### src/rtl/io_input_debounce_pkg.sv
// Shared sizing and defaults for the io_input_debounce slice.
// Optional rise-edge outputs are enabled by IO_DEBOUNCE_EDGE_EN.
package io_input_debounce_pkg;

  localparam int unsigned CNT_W   = 16;
  localparam int unsigned GRP_W   = 4;
  localparam int unsigned NUM_GRP = 2;

  typedef logic [CNT_W-1:0] cnt_t;
  typedef logic [GRP_W-1:0] grp_t;

  localparam cnt_t DEBOUNCE_DEFAULT = 16'd50000;

endpackage

### src/rtl/io_input_debounce_if.sv
// Raw switch inputs and debounced outputs of io_input_debounce.
// rise_port0/rise_port1 exist only with IO_DEBOUNCE_EDGE_EN.
interface io_input_debounce_if;
  import io_input_debounce_pkg::*;

  grp_t raw_port0;
  grp_t raw_port1;
  grp_t in_port0;
  grp_t in_port1;
  logic change_pulse;
`ifdef IO_DEBOUNCE_EDGE_EN
  grp_t rise_port0;
  grp_t rise_port1;
`endif

  modport master (
    output raw_port0,
    output raw_port1,
    input  in_port0,
    input  in_port1,
`ifdef IO_DEBOUNCE_EDGE_EN
    input  rise_port0,
    input  rise_port1,
`endif
    input  change_pulse
  );

  modport slave (
    input  raw_port0,
    input  raw_port1,
    output in_port0,
    output in_port1,
`ifdef IO_DEBOUNCE_EDGE_EN
    output rise_port0,
    output rise_port1,
`endif
    output change_pulse
  );

endinterface

### src/rtl/io_input_debounce_bit.sv
// One debounced bit: 2-flop synchronizer, hold counter, stable register.
// The rise-edge flop is present only with IO_DEBOUNCE_EDGE_EN.
module debounce_bit
  import io_input_debounce_pkg::*;
#(
  parameter cnt_t DEBOUNCE_CYCLES = DEBOUNCE_DEFAULT
) (
  input  logic clk_i,
  input  logic rst_i,
  input  logic raw_i,
  output logic stable_o,
`ifdef IO_DEBOUNCE_EDGE_EN
  output logic rise_o,
`endif
  output logic change_o
);

  localparam cnt_t LAST = DEBOUNCE_CYCLES - cnt_t'(1);

  logic sync1_q, sync2_q;
  logic stable_q, stable_d;
  cnt_t cnt_q, cnt_d;
  logic upd_q, upd_d;
  logic chg_q;

  // Counter runs only while the synced value disagrees; it never passes LAST.
  always_comb begin
    stable_d = stable_q;
    cnt_d    = '0;
    upd_d    = 1'b0;
    if (sync2_q != stable_q) begin
      if (cnt_q == LAST) begin
        stable_d = sync2_q;
        upd_d    = 1'b1;
      end else begin
        cnt_d = cnt_q + cnt_t'(1);
      end
    end
  end

  // upd_q marks the acceptance edge; chg_q delays it so the pulse follows the update.
  always_ff @(posedge clk_i) begin
    if (rst_i) begin
      sync1_q  <= 1'b0;
      sync2_q  <= 1'b0;
      stable_q <= 1'b0;
      cnt_q    <= '0;
      upd_q    <= 1'b0;
      chg_q    <= 1'b0;
    end else begin
      sync1_q  <= raw_i;
      sync2_q  <= sync1_q;
      stable_q <= stable_d;
      cnt_q    <= cnt_d;
      upd_q    <= upd_d;
      chg_q    <= upd_q;
    end
  end

`ifdef IO_DEBOUNCE_EDGE_EN
  logic rise_q;

  always_ff @(posedge clk_i) begin
    if (rst_i) begin
      rise_q <= 1'b0;
    end else begin
      rise_q <= upd_q & stable_q;
    end
  end

  assign rise_o = rise_q;
`endif

  assign stable_o = stable_q;
  assign change_o = chg_q;

endmodule

### src/rtl/io_input_debounce.sv
// Debounces two 4-bit switch groups; one debounce_bit per raw input.
// Define IO_DEBOUNCE_EDGE_EN to add rise_port0/rise_port1 pulse outputs.
module io_input_debounce
  import io_input_debounce_pkg::*;
#(
  parameter cnt_t DEBOUNCE_CYCLES = DEBOUNCE_DEFAULT
) (
  input logic          io_clk,
  input logic          reset,
  io_input_debounce_if.slave io
);

  localparam int unsigned NBITS = NUM_GRP * GRP_W;

  logic [NBITS-1:0] raw_w;
  logic [NBITS-1:0] stable_w;
  logic [NBITS-1:0] change_w;
`ifdef IO_DEBOUNCE_EDGE_EN
  logic [NBITS-1:0] rise_w;
`endif

  assign raw_w = {io.raw_port1, io.raw_port0};

  for (genvar i = 0; i < NBITS; i++) begin : g_bit
    debounce_bit #(
      .DEBOUNCE_CYCLES(DEBOUNCE_CYCLES)
    ) u_bit (
      .clk_i   (io_clk),
      .rst_i   (reset),
      .raw_i   (raw_w[i]),
      .stable_o(stable_w[i]),
`ifdef IO_DEBOUNCE_EDGE_EN
      .rise_o  (rise_w[i]),
`endif
      .change_o(change_w[i])
    );
  end

  assign io.in_port0     = stable_w[GRP_W-1:0];
  assign io.in_port1     = stable_w[NBITS-1:GRP_W];
  assign io.change_pulse = |change_w;
`ifdef IO_DEBOUNCE_EDGE_EN
  assign io.rise_port0   = rise_w[GRP_W-1:0];
  assign io.rise_port1   = rise_w[NBITS-1:GRP_W];
`endif

endmodule

### src/flat_wrapper.sv
// flat-port wrapper written by rule: the top's interface ports become plain ports
module io_input_debounce_flat import io_input_debounce_pkg::*;
#(
  parameter cnt_t DEBOUNCE_CYCLES = DEBOUNCE_DEFAULT
)
  (io_clk, reset, io_raw_port0, io_raw_port1, io_in_port0, io_in_port1, io_change_pulse);
  io_input_debounce_if io_i ();
  input logic io_clk;
  input logic reset;
  input wire logic [$bits(io_i.raw_port0)-1:0] io_raw_port0;
  input wire logic [$bits(io_i.raw_port1)-1:0] io_raw_port1;
  output wire logic [$bits(io_i.in_port0)-1:0] io_in_port0;
  output wire logic [$bits(io_i.in_port1)-1:0] io_in_port1;
  output wire logic [$bits(io_i.change_pulse)-1:0] io_change_pulse;
  assign io_i.raw_port0 = io_raw_port0;
  assign io_i.raw_port1 = io_raw_port1;
  assign io_in_port0 = io_i.in_port0;
  assign io_in_port1 = io_i.in_port1;
  assign io_change_pulse = io_i.change_pulse;
  io_input_debounce #(.DEBOUNCE_CYCLES(DEBOUNCE_CYCLES)) u_core (.io_clk(io_clk), .reset(reset), .io(io_i));
endmodule
### config.mk
export PLATFORM = sky130hd
export DESIGN_NAME = io_input_debounce_flat
export DESIGN_NICKNAME = d
export VERILOG_FILES = /design/src/rtl/io_input_debounce_pkg.sv /design/src/rtl/io_input_debounce_if.sv /design/src/rtl/io_input_debounce_bit.sv /design/src/rtl/io_input_debounce.sv /design/src/flat_wrapper.sv
export SDC_FILE = /design/constraint.sdc
export NUM_CORES = 1
export LEC_CHECK = 0
export BUFFER_PORTS_ARGS = -buffer_cell sky130_fd_sc_hd__buf_2
export CORE_MARGIN = 2
export CORE_UTILIZATION = 30
export DETAILED_ROUTE_END_ITERATION = 16
export PLACE_DENSITY = 0.49
export SYNTH_ARGS = -nofsm -noshare
export SYNTH_HDL_FRONTEND = slang
export SYNTH_SLANG_ARGS = --single-unit
### constraint.sdc
create_clock -name io_clk -period 5.4 [get_ports io_clk]
set_input_delay 0.81 -clock io_clk [delete_from_list [all_inputs] [get_ports io_clk]]
set_output_delay 0.81 -clock io_clk [all_outputs]
set_load 0.05 [all_outputs]
==> impl_metrics.csv <==
group,metric,value,unit
run_status,status,"complete, no violations",
critical_path,cp_slowest_cell,"nor4_1",
clock_tree,clock_path_buffers,2,
synthesis,synth_edf_count,0,
critical_path,reg2reg_slack,3340,ps
synthesis,synth-seq-area-share,0.487,
placement,post-dp-hpwl,8.05,mm
final_layout,drive_above_1_share,0.0695,
final_layout,mostFrequentLayoutCells,"dfxtp_1, nor2_1, xnor2_1",
floorplan,pin_count,19,
clock_tree,cts_sinks,168,
floorplan,rows,55,
synthesis,syn-cell-area,6900,sq um
sta,period_needed,2450,ps
route,vias,4838,
floorplan,dieArea,24200,sq um
worst_hold_path,worstHoldStart,"u_core.g_bit[1].u_bit.sync1_q",
clock_tree,cts_setup_buffers,0,
placement,placed_cell_area,7200,sq um
floorplan,die_h,156,um
synthesis,syn_inst,750,
clock_tree,cts_inserted_buffers,17,
power,p_comb_frac,0.010,
critical_path,path_max_fanout,1,
critical_path,crit_chain,"nor4_1, nand2_1, buf_2",
clock_tree,post_cts_resized,0,
synthesis,synth_area_per_cell,9.21,sq um
critical_path,start_kind,"register",
synthesis,ys_warn_count,0,
critical_path,critical_path.top_delay_family,"simple AND/OR/NAND/NOR gates",
global_routing,grt-ovfl-total,0,
critical_path,r2r_cells,5,
sta,fmax,409,MHz
critical_path,path_class,"register to output port",
power,sw_frac_of_total,0.206,
critical_path,worst-path-buf-inv,1,
global_routing,first_global_vias,4628,
critical_path,worstPathRequired,4590,ps
route,drt_wl_total,12.1,mm
synthesis,synthDistinctLibCells,36,
worst_hold_path,holdPathStages,1,
sta,maxSlewViolCount,0,
sta,fin_crit_sh,0.453,
clock_tree,cts.clk_slew.worst_paths,60,ps
final_layout,layout_commonest_cell,"dfxtp_1",
clock_tree,clk_latency,420,ps
placement,place_congestion,0.729,
sta,finalSetupViolCount,0,
route,route.detailed.drc,0,
power,p_leak,0.00242,uW
final_layout,diodes,0,
clock_tree,cts_hold_buf,0,
power,internal_power,2040,uW
route,drt-pass1-iter-count,4,
clock_tree,root_buffer,"clkbuf_16",
placement,port-buffer-count,18,
floorplan,die_width,156,um
sta,rsz0062_at_grt,"no",
route,antenna_left,0,
final_layout,final_cells,1062,
sta,hold_viol_final,0,
final_layout,postLayoutCoreUtil,0.346,
final_layout,nNetsFinal,782,
power,p_per_area,327,nW/um^2
synthesis,ys_async_sr_fraction,0,
synthesis,ys_ff_latch,168,
critical_path,rr_startpoint,"u_core.g_bit[2].u_bit.cnt_q[0]",
critical_path,crit_arrival,1640,ps
sta,final.setup.tns,0,ps
clock_tree,htree_num_levels,4,
global_routing,antenna_found_initial,0,
critical_path,end_kind,"output port",
floorplan,fp.coreArea,22600,sq um
critical_path,worstReg2RegEnd,"u_core.g_bit[2].u_bit.cnt_q[13]",
sta,timing.final.ws_setup,2950,ps
route,drtIter0Drc,129,
critical_path,cpPeakStageDelay,540,ps
global_routing,grt_pass1_wl,21.4,mm
placement,dp_slack,2970,ps
final_layout,area_growth,13.4,%
power,seqPwrFrac,0.488,
synthesis,syn_nets,768,
sta,worst_pin_slew,750,ps
route,wire_per_inst,11.4,um
sta,maxSlewHeadroom,0.500,
route,viasPerCell,4.56,
worst_hold_path,hold_end,"u_core.g_bit[1].u_bit.sync2_q",
floorplan,start_util,0.305,
power,clkPwrFrac,0.502,
worst_hold_path,hold_class,"register to register",
synthesis,ys.flop_type,"dfxtp_1",
global_routing,grt_max_degree,45,
clock_tree,cts_tree,"yes",
power,p_sw,529,uW
placement,dp.cells,1030,
job,max_cap_violations,0,
sta,skew,6.14,ps
final_layout,design_area,7830,sq um
power,ir_drop,0.165,mV
global_routing,grtUsageTotal,0.107,
[cell families (layout without fill, tap and decap cells)]
group,after synthesis,count (layout),share of synthesized area
AO/OA/AOI/OAI,2,2,0.00181
adder cells (fa/ha/maj),8,8,0.0145
flip-flops,168,168,0.487
AND/OR/NAND/NOR,398,398,0.300
buffers and inverters,47,74,0.0343
XOR/XNOR,119,119,0.151
multiplexers,8,8,0.0116
[layout make-up]
class	count	area, sq um
fill	2344	14800
tap	285	357
clock inverter	14	198
timing repair buffer	18	90.1
sequential	168	3360
multi-input combinational	535	3300
inverter	24	90.1
clock buffer	18	429
[cells in the mapped netlist, types with 2 or more instances]
master | count | area share
buf_6 | 3 | 0.0049
xnor2_1 | 92 | 0.12
and4_1 | 4 | 0.0051
nand2_1 | 29 | 0.016
or4b_1 | 3 | 0.0043
nor4b_1 | 5 | 0.0063
xor2_1 | 27 | 0.034
nand3_1 | 40 | 0.029
and3b_1 | 2 | 0.0025
nand4b_1 | 3 | 0.0038
or2_1 | 2 | 0.0018
nor3_1 | 26 | 0.019
nand4_1 | 32 | 0.029
nor2b_1 | 24 | 0.022
or4_1 | 2 | 0.0022
clkbuf_1 | 9 | 0.0049
ha_1 | 8 | 0.014
nor4_1 | 35 | 0.032
nor2_1 | 158 | 0.086
or4_4 | 2 | 0.0033
and3_1 | 7 | 0.0063
mux2i_1 | 8 | 0.012
nand2b_1 | 9 | 0.0082
buf_4 | 10 | 0.011
inv_1 | 24 | 0.013
nor4bb_1 | 9 | 0.013
dfxtp_1 | 168 | 0.49
[worst register-to-register path, cell delays in order (launching register included)]
cell and delay [ps]:
dfxtp_1 390, ha_1 210, nand3_1 290, nor4_4 430
or2_1 510, nor2_1 110
[metal layers]
metal	vias to the layer above	share of wire	global-route usage
met5	-	0	0
met4	0	0.013	0.0406
met3	14	0.025	0.0308
met2	30	0.45	0.170
met1	2241	0.51	0.138
li1	2553	-	-
[stage by stage]
step	power [uW]	hold slack [ps]
final	2560	434
after global routing	2660	452
after CTS	2610	439
after detailed placement	1310	422
after global placement	1300	417
after floorplan	1300	414
[worst max-delay path by stage]
stage / cells past startpoint / endpoint / start / slack [ps]
finish: 3 / io_change_pulse / u_core.g_bit[6].u_bit.change_o / 2950
global route: 3 / io_change_pulse / u_core.g_bit[6].u_bit.change_o / 2930
CTS: 3 / io_change_pulse / u_core.g_bit[6].u_bit.change_o / 2970
detailed placement: 4 / u_core.g_bit[7].u_bit.cnt_q[14] / reset / 2970
global placement: 4 / u_core.g_bit[7].u_bit.cnt_q[10] / reset / 3010
floorplan: 5 / u_core.g_bit[4].u_bit.cnt_q[10] / u_core.g_bit[4].u_bit.cnt_q[4] / 3650
[power by group through the flow]
| stage | combinational (uW) | clock [uW] | sequential, uW |
|---|---|---|---|
| 2_1_floorplan | 20.1 | 0 | 1280 |
| 3_3_place_gp | 26.9 | 0 | 1280 |
| 3_5_place_dp | 27.1 | 0 | 1280 |
| 4_1_cts | 27.2 | 1330 | 1250 |
| 5_1_grt | 29.9 | 1380 | 1250 |
| 6_report | 26.1 | 1290 | 1250 |
[registers in the layout, summed over array words and instances, names as in the netlist]
signal and flops:
u_core.g_bit.u_bit.change_o 8, u_core.g_bit.u_bit.sync1_q 8, u_core.g_bit.u_bit.sync2_q 8, u_core.g_bit.u_bit.stable_o 8, u_core.g_bit.u_bit.cnt_q 128, u_core.g_bit.u_bit.upd_q 8
Power figures use the tool's default switching activity.
